File: src/rtl/rr_grant_arbiter_if.sv
// Request/grant bundle for the round-robin grant arbiter.
// The master side drives requests and releases; the slave side (the arbiter) returns the grant.
interface rr_grant_arbiter_if #(
    parameter int unsigned N = 4
);
    localparam int unsigned IdxW = (N > 1) ? $clog2(N) : 1;

    logic [N-1:0]    req;
    logic            done;
    logic [N-1:0]    gnt;
    logic            gnt_vld;
    logic [IdxW-1:0] gnt_idx;
    logic            timeout;

    modport master (
        output req,
        output done,
        input  gnt,
        input  gnt_vld,
        input  gnt_idx,
        input  timeout
    );

    modport slave (
        input  req,
        input  done,
        output gnt,
        output gnt_vld,
        output gnt_idx,
        output timeout
    );
endinterface

File: src/rtl/rr_grant_arbiter.sv
// Round-robin grant arbiter: a first-one search over the requests at or above the rotating
// pointer (falling back to all requests) picks the winner, which then owns a registered,
// held one-hot grant until it signals done, drops its request, or the hold watchdog expires.
module rr_grant_arbiter #(
    parameter int unsigned N        = 4,
    parameter int unsigned MAX_HOLD = 16
) (
    input  logic                clk_i,
    input  logic                rst_ni,
    rr_grant_arbiter_if.slave   bus_io
);
    localparam int unsigned IdxW   = (N > 1) ? $clog2(N) : 1;
    localparam int unsigned CntW   = (MAX_HOLD > 2) ? $clog2(MAX_HOLD) : 1;
    // Saturation value of the hold counter; with the watchdog disabled it parks at zero.
    localparam int unsigned CntMax = (MAX_HOLD == 0) ? 0 : MAX_HOLD - 1;

    typedef enum logic [0:0] {StIdle, StGrant} state_e;

    state_e          state_q, state_d;
    logic [N-1:0]    gnt_q, gnt_d;
    logic [IdxW-1:0] gnt_idx_q, gnt_idx_d;
    logic [IdxW-1:0] ptr_q, ptr_d;
    logic [CntW-1:0] hold_cnt_q, hold_cnt_d;
    logic            timeout_q, timeout_d;

    logic [N-1:0]    masked;
    logic [IdxW-1:0] win_idx;
    logic            owner_req;
    logic            wd_fire;
    logic            release_gnt;

    // Index of the lowest set bit of v; zero when v is empty (callers qualify with |v).
    function automatic logic [IdxW-1:0] first_one(input logic [N-1:0] v);
        logic [IdxW-1:0] idx;
        idx = '0;
        for (int i = int'(N) - 1; i >= 0; i--) begin
            if (v[i]) begin
                idx = IdxW'(i);
            end
        end
        return idx;
    endfunction

    // Winner search: lowest request at or above the pointer, else lowest request overall.
    always_comb begin
        masked = '0;
        for (int i = 0; i < int'(N); i++) begin
            masked[i] = bus_io.req[i] && (i >= int'(ptr_q));
        end
        win_idx = (|masked) ? first_one(masked) : first_one(bus_io.req);
    end

    // Release qualifiers for the current owner.
    always_comb begin
        owner_req   = bus_io.req[gnt_idx_q];
        wd_fire     = (MAX_HOLD != 0) && (hold_cnt_q == CntW'(CntMax));
        release_gnt = bus_io.done || !owner_req || wd_fire;
    end

    // Next-state logic for the IDLE/GRANT controller and its datapath registers.
    always_comb begin
        state_d    = state_q;
        gnt_d      = gnt_q;
        gnt_idx_d  = gnt_idx_q;
        ptr_d      = ptr_q;
        hold_cnt_d = hold_cnt_q;
        timeout_d  = 1'b0;

        unique case (state_q)
            StIdle: begin
                if (|bus_io.req) begin
                    state_d    = StGrant;
                    gnt_d      = {{(N-1){1'b0}}, 1'b1} << win_idx;
                    gnt_idx_d  = win_idx;
                    hold_cnt_d = '0;
                end
            end
            StGrant: begin
                if (hold_cnt_q != CntW'(CntMax)) begin
                    hold_cnt_d = hold_cnt_q + 1'b1;
                end
                if (release_gnt) begin
                    state_d   = StIdle;
                    gnt_d     = '0;
                    ptr_d     = (gnt_idx_q == IdxW'(N - 1)) ? '0 : gnt_idx_q + 1'b1;
                    // Only a pure watchdog release is reported; done or a dropped request wins.
                    timeout_d = wd_fire && !bus_io.done && owner_req;
                end
            end
            default: begin
                state_d = StIdle;
                gnt_d   = '0;
            end
        endcase
    end

    // State and datapath registers with synchronous active-low reset.
    always_ff @(posedge clk_i) begin
        if (!rst_ni) begin
            state_q    <= StIdle;
            gnt_q      <= '0;
            gnt_idx_q  <= '0;
            ptr_q      <= '0;
            hold_cnt_q <= '0;
            timeout_q  <= 1'b0;
        end else begin
            state_q    <= state_d;
            gnt_q      <= gnt_d;
            gnt_idx_q  <= gnt_idx_d;
            ptr_q      <= ptr_d;
            hold_cnt_q <= hold_cnt_d;
            timeout_q  <= timeout_d;
        end
    end

    assign bus_io.gnt     = gnt_q;
    assign bus_io.gnt_vld = |gnt_q;
    assign bus_io.gnt_idx = gnt_idx_q;
    assign bus_io.timeout = timeout_q;

    // The grant is never more than one-hot, and a timeout pulse only coincides with no grant.
    a_gnt_onehot0: assert property (@(posedge clk_i) $onehot0(gnt_q));
    a_timeout_idle: assert property (@(posedge clk_i) timeout_q |-> (gnt_q == '0));

endmodule

File: src/flat_wrapper.sv
// flat-port wrapper written by rule: the top's interface ports become plain ports
module rr_grant_arbiter_flat 
#(
    parameter int unsigned N        = 4,
    parameter int unsigned MAX_HOLD = 16
)
  (clk_i, rst_ni, bus_io_req, bus_io_done, bus_io_gnt, bus_io_gnt_vld, bus_io_gnt_idx, bus_io_timeout);
  rr_grant_arbiter_if #(.N(N)) bus_io_i ();
  input  logic clk_i;
  input  logic rst_ni;
  input wire logic [$bits(bus_io_i.req)-1:0] bus_io_req;
  input wire logic [$bits(bus_io_i.done)-1:0] bus_io_done;
  output wire logic [$bits(bus_io_i.gnt)-1:0] bus_io_gnt;
  output wire logic [$bits(bus_io_i.gnt_vld)-1:0] bus_io_gnt_vld;
  output wire logic [$bits(bus_io_i.gnt_idx)-1:0] bus_io_gnt_idx;
  output wire logic [$bits(bus_io_i.timeout)-1:0] bus_io_timeout;
  assign bus_io_i.req = bus_io_req;
  assign bus_io_i.done = bus_io_done;
  assign bus_io_gnt = bus_io_i.gnt;
  assign bus_io_gnt_vld = bus_io_i.gnt_vld;
  assign bus_io_gnt_idx = bus_io_i.gnt_idx;
  assign bus_io_timeout = bus_io_i.timeout;
  rr_grant_arbiter #(.N(N), .MAX_HOLD(MAX_HOLD)) u_core (.clk_i(clk_i), .rst_ni(rst_ni), .bus_io(bus_io_i));
endmodule
File: config.mk
export PLATFORM = sky130hd
export DESIGN_NAME = rr_grant_arbiter_flat
export DESIGN_NICKNAME = d
export VERILOG_FILES = /design/src/rtl/rr_grant_arbiter_if.sv /design/src/rtl/rr_grant_arbiter.sv /design/src/flat_wrapper.sv
export SDC_FILE = /design/constraint.sdc
export NUM_CORES = 1
export LEC_CHECK = 0
export CAP_MARGIN = 10
export CORE_MARGIN = 2
export CORE_UTILIZATION = 48
export DETAILED_ROUTE_END_ITERATION = 12
export PLACE_DENSITY = 0.88
export SLEW_MARGIN = 20
export SYNTH_ARGS = -nofsm -noshare
export SYNTH_HDL_FRONTEND = slang
export SYNTH_SLANG_ARGS = --single-unit
File: constraint.sdc
create_clock -name clk_i -period 1.8 [get_ports clk_i]
set_input_delay 0.18 -clock clk_i [delete_from_list [all_inputs] [get_ports clk_i]]
set_output_delay 0.18 -clock clk_i [all_outputs]
set_load 0.02 [all_outputs]
=== Word-level counts from Yosys, hierarchy flattened ===
Cells that the tools add are included.

* Order comparisons: 4
* Reductions and logical operators: 17
* Multiplexer cells: 20
* Equal/unequal tests: 6
* Add/subtract/negate cells: 2
* Bitwise gates (word level): 1
* Shift-type cells: 1

{| class="wikitable"
|+ Operators with widths
! cell !! count
|-
| 2-bit two-way mux || 9
|-
| 4-bit two-way mux || 4
|-
| 4-bit case mux with 2 select lines || 2
|-
| 4-bit OR reduction || 3
|-
| 2-bit AND reduction || 4
|-
| 1-bit logical AND || 5
|-
| 4-bit by 1-bit adder with 4-bit output (second input constant) || 1
|-
| 4-bit == test (second input constant) || 1
|-
| 1-bit by 2-bit >= comparator with 1-bit output (first input constant) || 2
|-
| 2-bit != test (second input constant) || 2
|-
| 4-bit != test (second input constant) || 1
|-
| 1-bit by 2-bit left shift with 4-bit output (first input constant) || 1
|-
| 2-bit by 3-bit < comparator with 1-bit output (second input constant) || 1
|-
| 1-bit two-way mux || 3
|-
| 3-bit AND reduction || 1
|-
| 2-bit by 1-bit adder with 2-bit output (second input constant) || 1
|-
| 1-bit binary-select mux with 2-bit select || 1
|-
| 2-bit == test (second input constant) || 1
|-
| 2-bit >= comparator (first input constant) || 1
|-
| 1-bit logical NOT || 2
|-
| 1-bit logical OR || 2
|-
| 2-bit by 1-bit != test with 1-bit output (second input constant) || 1
|-
| 1-bit case mux with 2 select lines || 1
|-
| 1-bit NOT || 1
|}

* Input port bits: 7
* Word-level logic and storage cells: 57
* Output and inout bits: 8
* Bits in registers: 14

=== Depth between registers and ports, before layout ===
Gate-level depths: netlist of run 1.

* Depth in word-level cells: 9
* Gate-level depth with buffers: 5
* Gate-level depth less buffers: 5

=== Least setup slack after synthesis of run 1 ===
OpenSTA, ideal clock, no wires.

* Kind: register -> register
* Start point: register u_core.gnt_idx_q[0], in the netlist u_core.bus_io.gnt_idx[0]
* End point: register u_core.ptr_q[0]
* Data arrival time: 1.298 ns
* Clock period less this slack: 1.370 ns
* Path buffers: 0
* Stages on the path, launching flop included: 5
* Path slack: 0.430 ns
* Required time: 1.728 ns
* Setup time: 0.072 ns
* Cells stage by stage: dfxtp_1 > mux2i_1 > o22ai_1 > a21boi_2 > mux2i_1

* Word-level cells in the longest chain between the ends: 6
* Elaborated cells on any way between the ends: 9
* Classes of those cells: add/sub (1); eq/ne (1); mux (3); reduce/logical (4)

{| class="wikitable"
|+ Ends and longest elaborated chain
! element !! line !! source
|-
| start, declared || rr_grant_arbiter.sv:21 || <nowiki>logic [IdxW-1:0] gnt_idx_q, gnt_idx_d;</nowiki>
|-
| start signal, assigned || rr_grant_arbiter.sv:109 || <nowiki>gnt_idx_q <= gnt_idx_d;</nowiki>
|-
| 1-bit binary-select mux with 2-bit select || rr_grant_arbiter.sv:55 || <nowiki>owner_req = bus_io.req[gnt_idx_q];</nowiki>
|-
| 1-bit two-way mux (implied by the code) || rr_grant_arbiter.sv:55 ||
|-
| 1-bit logical NOT || rr_grant_arbiter.sv:57 || <nowiki>release_gnt = bus_io.done || !owner_req || wd_fire;</nowiki>
|-
| 1-bit logical OR (2 in series) || rr_grant_arbiter.sv:57 ||
|-
| 2-bit AND reduction (no source line) || - ||
|-
| end signal, assigned || rr_grant_arbiter.sv:110 || <nowiki>ptr_q <= ptr_d;</nowiki>
|-
| end, declared || rr_grant_arbiter.sv:22 || <nowiki>logic [IdxW-1:0] ptr_q, ptr_d;</nowiki>
|}

Parallel ways exist; a longest one is shown, timed or not. The select of a mux whose other input is x is not followed.
A chain may end at the register's enable or synchronous reset.

=== Worst setup path in the final report of run 1 ===
* Start point: register u_core.gnt_q[1], in the netlist u_core.bus_io.gnt[1]
* End point: output bus_io_gnt_vld

* Word-level cells in the longest chain between the ends: 1

{| class="wikitable"
|+ Ends and longest elaborated chain
! element !! line !! source
|-
| start, declared || rr_grant_arbiter.sv:20 || <nowiki>logic [N-1:0] gnt_q, gnt_d;</nowiki>
|-
| start signal, assigned || rr_grant_arbiter.sv:108 || <nowiki>gnt_q <= gnt_d;</nowiki>
|-
| 4-bit OR reduction || rr_grant_arbiter.sv:117 || <nowiki>assign bus_io.gnt_vld = |gnt_q;</nowiki>
|-
| end, declared || flat_wrapper.sv:14 || <nowiki>output wire logic [$bits(bus_io_i.gnt_vld)-1:0] bus_io_gnt_vld;</nowiki>
|}

No other way between the ends.

==> impl_metrics.toml, run 1 <==
[sta]
rsz0062_at_grt = "no"
period_needed_ps = 1650
final_hold_viol_count = 0
finalSetupTns_ps = 0
slew_headroom = 0.772
max_slew.worst_pin.slew_ps = 339
final_max_slew_viol_count = 0
timing.fmax_mhz = 606
setup_viol = 0
worst_slack_ps = 151
min_period_over_period = 0.916
skew_ps = 3.26

[worst_setup_path]
crit_required_ps = 1620
worstPathMaxFanout = 3
endpoint_kind = "output pin"
path_class = "reg -> out"
cp_data_arrival_time_ps = 1470
cp-start-kind = "register"

[grt]
antenna_found_initial = 0
grt_start_max_net_pins = 11
use_met1 = 0.264
grt_pass1_vias = 621
use_met2 = 0.295
top_usage_layer = "met2"
grtUsageTotal = 0.203
grt-ovfl-total = 0
grtUsageMet3 = 0.0517
grt_pass1_wl_microns = 2670

[floorplan]
die_x_microns = 42.5
die_h_microns = 42.5
io_pins = 15
die-area_sq_mm = 0.00181
rows = 13
initial_core_util = 0.527
coreArea_sq_mm = 0.00135

[power_and_ir_drop]
powerDensity_mw_per_mm2 = 821
power_switching_mw = 0.213
ir_drop_v = 0.000601
clkPwrFrac = 0.300
p_comb_frac = 0.230
pwr-share-seq = 0.470
switching_share = 0.284
totalPowerFinal_mw = 0.751
power_leakage_nw = 0.346
intPower_mw = 0.538

[flow_run]
cap_violations = 0

[route]
finalWirelength_microns = 1580
remaining_drc_errors = 0
drt_iter0_markers = 25
ant_nets = 0
vias_per_cell = 5.84
dr.pass1.iters = 4
routedWlPerCell_microns = 13.6
vias = 677

[cts]
cts-root-buf = "clkbuf_4"
numCtsBuffers = 3
clk_latency_ps = 280
cts_tree = "done"
path_clk_slew_ps = 80
max-clock-path-buffers = 2
postCtsSetupRepairBufs = 0
htreeDepth = 1
clock-sinks = 14

[placement]
place_inst = 112
gp_congestion = 0.838
io_buffers = 14
dp_hpwl_microns = 1170
preCtsSetupSlack_ps = -14.8

[synthesis]
synth_edf_count = 0
ys.flop_type = "dfxtp_1"
synth.area.top_cells = "dfxtp_1 (39%), nand3_1 (7.0%), mux2i_1 (5.6%)"
syn_nets = 92
yosys.area.top_type = "dfxtp_1"
avgSynthCellArea_sq_um = 8.58
ys_warn_count = 0
yosys_register_bits = 14
netlist.area_leader.share = 0.394
synthMostInstantiatedCell = "dfxtp_1"
async_flop_share = 0
synth_seq_area_share = 0.394
synth_area_sq_um = 712
yosys.cell_types.count = 33
synthTopCellsByCount = "dfxtp_1 (14), nand3_1 (10), nand2_1 (9)"
syn_inst = 83

[hold_path]
hp-class = "reg -> reg"

[final_layout]
drive_gt1_frac = 0.109
nFillCells = 109
layout.cells.non_filler = 116
n_antenna_cell = 0
fin_nets = 111
area_growth_pct = 28.5

[status]
outcome = "completed"
==> path summary, 6_finish.rpt <==
kind / from / endpoint / slack, ps / cells past startpoint
worst min-delay path: u_core.ptr_q[0]$_SDFFE_PN0P_ / u_core.ptr_q[0]$_SDFFE_PN0P_ / 480 / 2
worst max-delay path: u_core.bus_io.gnt[1]$_SDFFE_PN0P_ / bus_io_gnt_vld / 150 / 2
worst max register to register: u_core.bus_io.gnt_idx[0]$_SDFFE_PN0P_ / u_core.ptr_q[1]$_SDFFE_PN0P_ / 330 / 4
worst min register to register: u_core.ptr_q[0]$_SDFFE_PN0P_ / u_core.ptr_q[0]$_SDFFE_PN0P_ / 480 / 2
==> worst max-delay path, stage by stage, from the launching register on <==
cell and delay (ps):
dfxtp_1 340, or4_1 510, dlygate4sd2_1 340
==> per-layer routing <==
layer | part of all wire | vias up
met4 | 0.029 | 0
met5 | 0 | -
li1 | - | 340
met2 | 0.46 | 24
met3 | 0.063 | 4
met1 | 0.45 | 309
==> state kept, by name, summed over array words and instances, names as in the netlist <==
signal and flops:
u_core.hold_cnt_q 4, u_core.bus_io.gnt_idx 2, u_core.bus_io.gnt 4, u_core.bus_io.timeout 1, u_core.state_q 1, u_core.ptr_q 2
==> per-stage QoR <==
| stage | area [sq um] | utilization | hold WS, ps |
|---|---|---|---|
| floorplan | 712 | - | 378 |
| global placement | 880 | 0.652 | 459 |
| detailed placement | 880 | 0.652 | 467 |
| CTS | 915 | 0.677 | 479 |
| global route | 915 | 0.677 | 490 |
| finish | 915 | 0.677 | 478 |
==> layout make-up <==
type / count / area [sq um] / area share
Sequential cell: 14 / 280 / 0.306
Tap cell: 15 / 18.8 / 0.0205
Inverter: 2 / 7.51 / 0.00821
Clock buffer: 4 / 36.3 / 0.0397
Multi-Input combinational cell: 64 / 410 / 0.449
Timing Repair Buffer: 17 / 161 / 0.176
==> kinds of logic after synthesis <==
| kind of cell | synth area share |
|---|---|
| buffers and inverters | 0.0298 |
| multiplexers | 0.0562 |
| flip-flops | 0.394 |
| XOR/XNOR | 0.0246 |
| adder cells (fa/ha/maj) | 0.0351 |
| AND/OR/NAND/NOR | 0.292 |
| AO/OA/AOI/OAI | 0.169 |
==> cells in the final DEF, fill, tap and decap left out, types with 2 or more instances in the layout <==
| cell type | count |
|---|---|
| mux2i_1 | 4 |
| nand2b_1 | 3 |
| dfxtp_1 | 14 |
| clkbuf_4 | 3 |
| ha_1 | 2 |
| nand2_1 | 9 |
| a21oi_1 | 6 |
| or2_2 | 2 |
| or3_1 | 2 |
| clkdlybuf4s50_1 | 13 |
| nor2b_1 | 2 |
| nor2_1 | 3 |
| nand3_1 | 10 |
| o32ai_1 | 4 |
| buf_4 | 3 |
| xor2_1 | 2 |
==> power by group through the flow <==
stage / registers [mW] / logic [mW] / clock network (mW)
5_1_grt: 0.357 / 0.189 / 0.249
6_report: 0.353 / 0.173 / 0.225
2_1_floorplan: 0.364 / 0.0991 / 0
3_3_place_gp: 0.358 / 0.171 / 0
4_1_cts: 0.353 / 0.172 / 0.232
3_5_place_dp: 0.360 / 0.175 / 0
==> timing repair <==
action,CTS,global route
gates resized for setup,1,0
hold buffers,0,0
endpoints found under the setup margin,1,0
No activity file was read; power rests on OpenSTA's default activity.
==> run 2: changes to the inputs <==
Clock period 1.8 ns to 1.75 ns, I/O delays scaled along.
==> run 2 against run 1 <==
Against the previous run:
- worst hold slack better by 11 ps
- count of clock-buffer cells in the layout unchanged
- routed wire length up 7.8%
- core utilization up 1.7 points
- critical endpoint unchanged
- largest cell class unchanged
- highest routed layer unchanged
==> impl_metrics.toml, run 2 (synthesis results as in run 1) <==
[worst_setup_path]
critPathTopFamily = "simple AND/OR/NAND/NOR gates"
cp_data_arrival_time_ps = 1460
r2r-start = "u_core.bus_io.gnt_idx[0]$_SDFFE_PN0P_"
cp_slowest_cell = "or4_1"
cp-start-kind = "register"
ff2ff_setup_slack_ps = 230
worstReg2RegEnd = "u_core.ptr_q[0]$_SDFFE_PN0P_"
reg2reg_depth = 4
crit_required_ps = 1570
path_class = "reg -> out"
endpoint_kind = "output pin"
critPathMaxStageDelay_ps = 500
critPathBufInv = 1
path_cells = "or4_1, dlygate4sd2_1"
worstPathMaxFanout = 3

[final_layout]
drive_gt1_frac = 0.135
nFillCells = 106
mostFrequentLayoutCells = "dfxtp_1 (14), clkdlybuf4s50_1 (13), nand3_1 (10), nand2_1 (9)"
fin_nets = 114
layout_commonest_cell = "dfxtp_1"
multi_input_area_sq_um = 410
register_area_sq_um = 280
n_antenna_cell = 0
fin_area_sq_um = 937
utilization = 0.694
area_growth_pct = 31.6

[cts]
postCtsSetupRepairBufs = 0
cts-root-buf = "clkbuf_4"
path_clk_slew_ps = 90
numCtsBuffers = 3
clock-sinks = 14
clk_latency_ps = 280
cts_tree = "done"
max-clock-path-buffers = 2
htreeDepth = 1

[sta]
max_slew.worst_pin.slew_ps = 430
timing.fmax_mhz = 610
final_hold_viol_count = 0
setup_viol = 0
min_period_over_period = 0.937
slew_headroom = 0.713
rsz0062_at_grt = "no"
period_needed_ps = 1640
final_max_slew_viol_count = 0
skew_ps = 8.51

[floorplan]
die_x_microns = 42.5
die_h_microns = 42.5
io_pins = 15
initial_core_util = 0.527
die-area_sq_mm = 0.00181
rows = 13
coreArea_sq_mm = 0.00135

[route]
ant_nets = 0
vias = 720
remaining_drc_errors = 0
routedWlPerCell_microns = 14.3
vias_per_cell = 6.05
drt_iter0_markers = 19
dr.pass1.iters = 4
finalWirelength_microns = 1700

[grt]
grt_start_max_net_pins = 11
grt-ovfl-total = 0
antenna_found_initial = 0
grtUsageTotal = 0.208
grt_pass1_vias = 623
grt_pass1_wl_microns = 2820

[power_and_ir_drop]
ir_drop_v = 0.000524
power_switching_mw = 0.226
powerDensity_mw_per_mm2 = 837
switching_share = 0.288
p_comb_frac = 0.245
pwr-share-seq = 0.458
power_leakage_nw = 0.361
clkPwrFrac = 0.297
intPower_mw = 0.559

[placement]
gp_congestion = 0.843
placed_area_sq_um = 902
dp_hpwl_microns = 1170
io_buffers = 14

[status]
outcome = "completed"

[hold_path]
holdPathStages = 2
hold_end = "u_core.ptr_q[0]$_SDFFE_PN0P_"
hp-class = "reg -> reg"
min_from = "u_core.ptr_q[0]$_SDFFE_PN0P_"

[flow_run]
cap_violations = 0
run 2: cell types whose count changed in the layout (fill, tap and decap cells not counted), sizes merged:
cell  previous run  this run
buf              3         6
run 2: repair_timing:
action                                  4_1_cts  5_1_grt
endpoints found under the setup margin        1        0
hold buffers                                  0        0
resized for setup                             1        0
run 2: metal layers:
metal  GRT usage  share of wire  wire length [microns]
met1       0.262           0.43                    727
met5           0              0                      0
met3      0.0603          0.091                    155
met4      0.0563         0.0065                     11
met2       0.345           0.47                    806
run 2: worst reg2reg max path, delay by kind of cell (launching register included):
kind	cells	cell delay, ps
compound gates	2	520
flops	1	480
mux	2	450
run 2: power groups by stage:
stage	Clock [mW]	Sequential (mW)	Combinational, mW
after floorplan	0	0.374	0.102
after global placement	0	0.365	0.186
after detailed placement	0	0.366	0.191
after CTS	0.236	0.359	0.191
after global routing	0.248	0.363	0.208
final	0.233	0.359	0.192
run 2: area by class of cell:
cell class              count  area share
multi-input cells          64       0.438
inverters                   2     0.00801
flip-flops and latches     14       0.299
well taps                  15      0.0200
clock buffers               4      0.0387
repair buffers             20       0.196
run 2: through the flow:
step	setup slack, ps	hold slack, ps	setup TNS, ps	total power [mW]	instances
final	111	489	0	0.785	119
after global routing	43.9	519	0	0.819	119
after CTS	116	491	0	0.786	119
after detailed placement	-51.5	478	-132	0.558	115
after global placement	-35.6	460	-54.9	0.551	115
after floorplan	380	373	0	0.476	83
run 2: how the worst max path moves through the flow:
| stage | startpoint | cells after the start | end | slack [ps] |
|---|---|---|---|---|
| CTS | u_core.bus_io.gnt[1]$_SDFFE_PN0P_ | 2 | bus_io_gnt_vld | 120 |
| global placement | bus_io_req[3] | 5 | u_core.bus_io.gnt[3]$_SDFFE_PN0P_ | -40 |
| finish | u_core.bus_io.gnt[1]$_SDFFE_PN0P_ | 2 | bus_io_gnt_vld | 110 |
| global route | bus_io_req[2] | 6 | u_core.bus_io.gnt[0]$_SDFFE_PN0P_ | 40 |
| detailed placement | bus_io_req[2] | 6 | u_core.bus_io.gnt[0]$_SDFFE_PN0P_ | -50 |
| floorplan | u_core.bus_io.gnt_idx[0]$_SDFFE_PN0P_ | 4 | u_core.ptr_q[0]$_SDFFE_PN0P_ | 380 |
==> run 3: changes to the inputs <==
Settings changed: CTS_CLUSTER_SIZE from default to 16.
==> results of run 3 <==
Final layout, timing and power as in run 2 (identical DEF).
